File: config.mk
export PLATFORM = sky130hd
export DESIGN_NAME = rtc_bus_reader
export DESIGN_NICKNAME = d
export VERILOG_FILES = /design/src/rtl/rtc_bus_pkg.sv /design/src/rtl/rtc_bus_cycle.sv /design/src/rtl/rtc_bus_reader.sv
export SDC_FILE = /design/constraint.sdc
export NUM_CORES = 1
export LEC_CHECK = 0
export ABC_AREA = 0
export CAP_MARGIN = 20
export CELL_PAD_IN_SITES_DETAIL_PLACEMENT = 2
export CELL_PAD_IN_SITES_GLOBAL_PLACEMENT = 2
export CORE_MARGIN = 4
export CORE_UTILIZATION = 35
export DETAILED_ROUTE_END_ITERATION = 8
export GPL_TIMING_DRIVEN = 0
export PLACE_DENSITY = 0.8
export SETUP_SLACK_MARGIN = 0.02
export SLEW_MARGIN = 20
export SYNTH_ARGS = -nofsm -noshare
export SYNTH_HDL_FRONTEND = slang
export SYNTH_SLANG_ARGS = --single-unit
File: constraint.sdc
create_clock -name clk_i -period 5.5 [get_ports clk_i]
set_input_delay 1.1 -clock clk_i [delete_from_list [all_inputs] [get_ports clk_i]]
set_output_delay 1.1 -clock clk_i [all_outputs]
set_load 0.1 [all_outputs]
File: src/rtl/rtc_bus_pkg.sv
// Shared RTC bus constants: register map, phase timing, window encoding.
// Used by the sweep reader and the initialization writer.
package rtc_bus_pkg;

  localparam int unsigned PHASE_LEN_DEF = 7;

  localparam logic [7:0] RTC_SEG   = 8'h21;
  localparam logic [7:0] RTC_MIN   = 8'h22;
  localparam logic [7:0] RTC_HORA  = 8'h23;
  localparam logic [7:0] RTC_FECHA = 8'h24;
  localparam logic [7:0] RTC_MES   = 8'h25;
  localparam logic [7:0] RTC_ANIO  = 8'h26;
  localparam logic [7:0] RTC_TSEG  = 8'h41;
  localparam logic [7:0] RTC_TMIN  = 8'h42;
  localparam logic [7:0] RTC_THORA = 8'h43;
  localparam logic [7:0] RTC_CMD0  = 8'hF0;
  localparam logic [7:0] RTC_CMD1  = 8'hF1;
  localparam logic [7:0] RTC_CMD2  = 8'hF2;

  localparam logic [3:0] LAST_IDX = 4'd8;

  typedef enum logic [1:0] {
    PH_ADDR,
    PH_GAP,
    PH_DATA,
    PH_REC
  } phase_e;

  typedef enum logic [1:0] {
    ST_IDLE,
    ST_CMD,
    ST_READ,
    ST_DONE
  } state_e;

  function automatic logic [7:0] rd_addr(
    input logic [3:0] idx
  );
    logic [7:0] a;
    a = 8'h00;
    case (idx)
      4'd0:    a = RTC_SEG;
      4'd1:    a = RTC_MIN;
      4'd2:    a = RTC_HORA;
      4'd3:    a = RTC_FECHA;
      4'd4:    a = RTC_MES;
      4'd5:    a = RTC_ANIO;
      4'd6:    a = RTC_TSEG;
      4'd7:    a = RTC_TMIN;
      4'd8:    a = RTC_THORA;
      default: a = 8'h00;
    endcase
    return a;
  endfunction

endpackage

File: src/rtl/rtc_bus_cycle.sv
// One RTC bus transaction: four PHASE_LEN windows (addr, gap, data, rec).
// Ports: en_i/rd_i/addr_i/wdata_i in; bus strobes, cap_o, end_o out.
module rtc_bus_cycle
  import rtc_bus_pkg::*;
#(
  parameter int unsigned PHASE_LEN = PHASE_LEN_DEF
) (
  input  logic       clk_i,
  input  logic       reset,
  input  logic       en_i,
  input  logic       rd_i,
  input  logic [7:0] addr_i,
  input  logic [7:0] wdata_i,
  output logic [7:0] data_o,
  output logic       data_oe,
  output logic       ad_o,
  output logic       cs_n,
  output logic       rd_n,
  output logic       wr_n,
  output logic       cap_o,
  output logic       end_o
);

  localparam logic [3:0] SUB_LAST = 4'(PHASE_LEN - 1);

  logic [3:0] sub_q;
  phase_e     ph_q;
  logic       ad_q;
  logic       last;

  assign last = (sub_q == SUB_LAST);

  // Counter idles at window 0 so each transaction starts from P0.
  always_ff @(posedge clk_i) begin
    if (reset || !en_i) begin
      sub_q <= 4'd0;
      ph_q  <= PH_ADDR;
    end else if (last) begin
      sub_q <= 4'd0;
      ph_q  <= phase_e'(ph_q + 2'd1);
    end else begin
      sub_q <= sub_q + 4'd1;
    end
  end

  // ad_o keeps the last driven select through gap/recovery.
  always_ff @(posedge clk_i) begin
    if (reset) ad_q <= 1'b0;
    else       ad_q <= ad_o;
  end

  always_comb begin
    data_o  = 8'h00;
    data_oe = 1'b0;
    ad_o    = ad_q;
    cs_n    = 1'b1;
    rd_n    = 1'b1;
    wr_n    = 1'b1;
    if (en_i) begin
      unique case (ph_q)
        PH_ADDR: begin
          cs_n    = 1'b0;
          wr_n    = 1'b0;
          ad_o    = 1'b0;
          data_oe = 1'b1;
          data_o  = addr_i;
        end
        PH_DATA: begin
          cs_n = 1'b0;
          ad_o = 1'b1;
          if (rd_i) begin
            rd_n = 1'b0;
          end else begin
            wr_n    = 1'b0;
            data_oe = 1'b1;
            data_o  = wdata_i;
          end
        end
        PH_GAP: ;
        PH_REC: ;
      endcase
    end
  end

  assign cap_o = en_i && rd_i && (ph_q == PH_DATA) && last;
  assign end_o = en_i && (ph_q == PH_REC) && last;

endmodule

File: src/rtl/rtc_bus_reader.sv
// Sweeps the RTC: 0xF0 command write, then reads of nine time registers.
// Ports: start_i, data_i in; bus strobes, captured values, busy_o/done_o out.
module rtc_bus_reader
  import rtc_bus_pkg::*;
#(
  parameter int unsigned PHASE_LEN = PHASE_LEN_DEF
) (
  input  logic       clk_i,
  input  logic       reset,
  input  logic       start_i,
  input  logic [7:0] data_i,
  output logic [7:0] data_o,
  output logic       data_oe,
  output logic       ad_o,
  output logic       cs_n,
  output logic       rd_n,
  output logic       wr_n,
  output logic [7:0] seg_o,
  output logic [7:0] min_o,
  output logic [7:0] hora_o,
  output logic [7:0] fecha_o,
  output logic [7:0] mes_o,
  output logic [7:0] anio_o,
  output logic [7:0] tseg_o,
  output logic [7:0] tmin_o,
  output logic [7:0] thora_o,
  output logic       busy_o,
  output logic       done_o
);

  state_e     state_q, state_d;
  logic [3:0] idx_q, idx_d;
  logic [7:0] vals_q [0:8];
  logic       tx_en, tx_rd, tx_cap, tx_end;
  logic [7:0] tx_addr;

  assign tx_en   = (state_q == ST_CMD) || (state_q == ST_READ);
  assign tx_rd   = (state_q == ST_READ);
  assign tx_addr = tx_rd ? rd_addr(idx_q) : RTC_CMD0;

  rtc_bus_cycle #(
    .PHASE_LEN (PHASE_LEN)
  ) u_cycle (
    .clk_i   (clk_i),
    .reset   (reset),
    .en_i    (tx_en),
    .rd_i    (tx_rd),
    .addr_i  (tx_addr),
    .wdata_i (RTC_CMD0),
    .data_o  (data_o),
    .data_oe (data_oe),
    .ad_o    (ad_o),
    .cs_n    (cs_n),
    .rd_n    (rd_n),
    .wr_n    (wr_n),
    .cap_o   (tx_cap),
    .end_o   (tx_end)
  );

  always_ff @(posedge clk_i) begin
    if (reset) begin
      state_q <= ST_IDLE;
      idx_q   <= 4'd0;
    end else begin
      state_q <= state_d;
      idx_q   <= idx_d;
    end
  end

  always_comb begin
    state_d = state_q;
    idx_d   = idx_q;
    unique case (state_q)
      ST_IDLE: if (start_i) state_d = ST_CMD;
      ST_CMD:  if (tx_end)  state_d = ST_READ;
      ST_READ: begin
        if (tx_end) begin
          if (idx_q == LAST_IDX) begin
            state_d = ST_DONE;
            idx_d   = 4'd0;
          end else begin
            idx_d = idx_q + 4'd1;
          end
        end
      end
      ST_DONE: state_d = ST_IDLE;
    endcase
  end

  always_ff @(posedge clk_i) begin
    if (reset) begin
      for (int i = 0; i < 9; i++) vals_q[i] <= 8'h00;
    end else if (tx_cap) begin
      vals_q[idx_q] <= data_i;
    end
  end

  assign seg_o   = vals_q[0];
  assign min_o   = vals_q[1];
  assign hora_o  = vals_q[2];
  assign fecha_o = vals_q[3];
  assign mes_o   = vals_q[4];
  assign anio_o  = vals_q[5];
  assign tseg_o  = vals_q[6];
  assign tmin_o  = vals_q[7];
  assign thora_o = vals_q[8];

  assign busy_o = tx_en;
  assign done_o = (state_q == ST_DONE);

endmodule

==> run metrics <==
crit path max fanout 10; post-synthesis mux area share 0.00767; Unique masters post-synth 45; Arrival @ worst endpoint 3.03 ns; final RePlAce weighted congestion 0.785; crit path kind flop to primary output; initial antenna violation count 0; Vias 2729; share of cells above drive strength 1 0.125; number of gates resized after CTS 0; Fin Setup TNS 0 ns; clk buf depth 2; CP Cell Sequence inv_1 -> ha_1 -> o21ai_2 -> nor2_2 -> o21a_1 -> clkdlybuf4s50_1; CTS Buf Count 9; Initial Util 0.360; H-tree depth 3; # hold bufs at CTS 0; cell taking the most area after synthesis edfxtp_1; routed wire length between 10 and 15 mm; Hold WS ~0.47 ns; pwr/cell area between 400 and 500 mW/mm2; xor and xnor area share after synthesis 0.00447; unrepaired setup endpoints after global routing no; compound-gate portion of the synthesized area 0.0610; EDFF count, synth 72; die area 0.0129 mm2; Iter 0 DRT Violations 177; delay-heaviest family, CP buffers and inverters; post-DP HPWL 8.25 mm; Post-Synth Simple-Gate Area 0.194; syn_nets around 310; vias per cell 5.06; Mapped Area 0.00392 mm2; register bit total from synthesis 90; Overflow after GRT 0; Mean Syn Cell Area approximately 14 um2; Layout Nets 420; Pre-antenna DRT Iters 4; Leakage 2.16 nW; Synth Flop Type edfxtp_1; Final Util 0.480; vias in the first global route between 2000 and 3000; port bufs between 90 and 100; Final min period 4.13 ns; Reg clk slew, reported paths approximately 0.090 ns; stages on the worst setup path 6; Setup-failing EPs final 0; DRT antenna net count 0; die height roughly 110 um; warnings from Yosys 0; maximum vdd drop 0.623 mV; post-synthesis cell count 288; Seq/Total Area, Yosys 0.644; Post-Place Cells 523; Std-Cell Rows 38; Max Cap Violations 0; clock skew 0.0151 ns; Async SR Flop Fraction 0; die width 114 um; Core ar. 0.0109 mm2; fmax roughly 240 MHz; antenna fix cells 0; Synth Area in Adders 0.0479; Max-slew headroom 0.309; final period utilization 0.751; gr usage total 0.178; top-area cell type share of the netlist area 0.552; Clk Latency, worst-skew pair about 0.37 ns; Final Max Slew Viols 0; slowest CP cell clkdlybuf4s50_1; Synth area leaders edfxtp_1 (55%), and3_1 (9.6%), dfxtp_1 (9.2%); clock root buffer clkbuf_8; Crit path largest cell delay 1.14 ns; DRC errors left 0; DP Worst Slack 1.74 ns; largest net degree at the start of global routing 17; Hold Path Class flop to flop; largest family of logic cells by synthesized area simple AND/OR/NAND/NOR gates; outcome completed; final hold violations 0; Worst Hold Depth 1; critical path capture point type primary output; Worst Max-Slew Pin Slew 1.03 ns; CTS tree done; # clock sinks 90; WL/cell 20.9 um; postcts setup bufs 0; Final WS setup 1.37 ns; first-pass GRT wire length roughly 18 mm; synth-to-layout area growth 33.5%; worst path bufs/invs 2; worst path required time 4.40 ns; startpoint types flop; Worst R2R Path Depth 9; Layout Cells excl Fill approximately 540; # IOs between 90 and 100
[stage by stage]
stage / total power [W] / instance area (um2)
5_1_grt: 0.00219 / 5230
4_1_cts: 0.00213 / 5230
3_3_place_gp: 0.00169 / 5050
6_report: 0.00211 / 5230
2_1_floorplan: 0.00150 / 3930
3_5_place_dp: 0.00171 / 5050
[final cells by class]
type	instances	area [um2]
sequential	90	2520
timing repair buffer	95	951
multi-input combinational	168	1250
fill	1049	5660
clock buffer	10	128
buffer	16	106
inverter	14	52.6
clock inverter	6	48.8
tap	140	175
[synth_stat cells, types with 2 or more instances]
cell and n:
nand2_1 6, buf_2 3, buf_6 3, nor2_1 9
dfxtp_1 18, and2_1 11, nand3_1 6, a21o_1 5
a21o_2 4, o21a_1 2, a21oi_1 7, clkbuf_1 5
edfxtp_1 72, ha_1 15, nor3_4 2, o31ai_1 2
inv_1 14, buf_4 2, o21ai_0 6, mux2i_1 3
nor2b_1 2, clkbuf_2 2, a211oi_1 2, and3_1 60
nand2b_1 2, and3_2 6
[routing by layer]
layer	track usage	vias to the layer above	share of wire
li1	-	1263	-
met1	0.221	1371	0.43
met4	0.0451	0	0.011
met3	0.0334	10	0.048
met5	0	-	0
met2	0.320	85	0.51
[kinds of logic after synthesis]
group                    after synthesis
other                                  1
flip-flops                            90
AND/OR/NAND/NOR                      114
adder cells (fa/ha/maj)               15
multiplexers                           3
buffers and inverters                 30
XOR/XNOR                               2
AO/OA/AOI/OAI                         33
[path summary, 6_finish.rpt]
check / from / end / slack [ns]
setup / recovery: state_q[1] / data_o[5] / 1.37
hold / removal: u_cycle.sub_q[0] / u_cycle.sub_q[0] / 0.47
setup reg to reg: state_q[1] / flop / 2.98
hold reg to reg: u_cycle.sub_q[0] / u_cycle.sub_q[0] / 0.47
[power by group]
group / switching [W] / internal, W
logic: 0.000711 / 0.000187
clock network: 0.000255 / 0.000169
registers: 0.0000208 / 0.000768
total: 0.000987 / 0.00112
[cell usage in the layout, fill, tap and decap left out, drive strengths merged, types with 8 or more instances in the layout]
cell	synthesis	layout
clkdlybuf4s50	0	95
a21o	9	9
edfxtp	72	72
ha	15	15
clkbuf	8	18
inv	14	16
dfxtp	18	18
buf	8	8
nor2	9	9
and3	66	66
and2	11	11
[worst register-to-register path: cells and delay by family, from the launching register on]
kind	cells	cell delay, ns
flops	1	0.42
fa+ha+maj	2	0.83
buf+inv	2	0.18
mux	1	0.16
compound gates	2	0.45
simple gates	2	0.35
[flip-flops by register name (all words and copies together) (netlist names), named ones only]
signal,flops
idx_q,4
u_cycle.ad_q,1
u_cycle.ph_q,2
u_cycle.sub_q,4
vals_q,72
state_q,2
(Power assumes the default switching activity.)
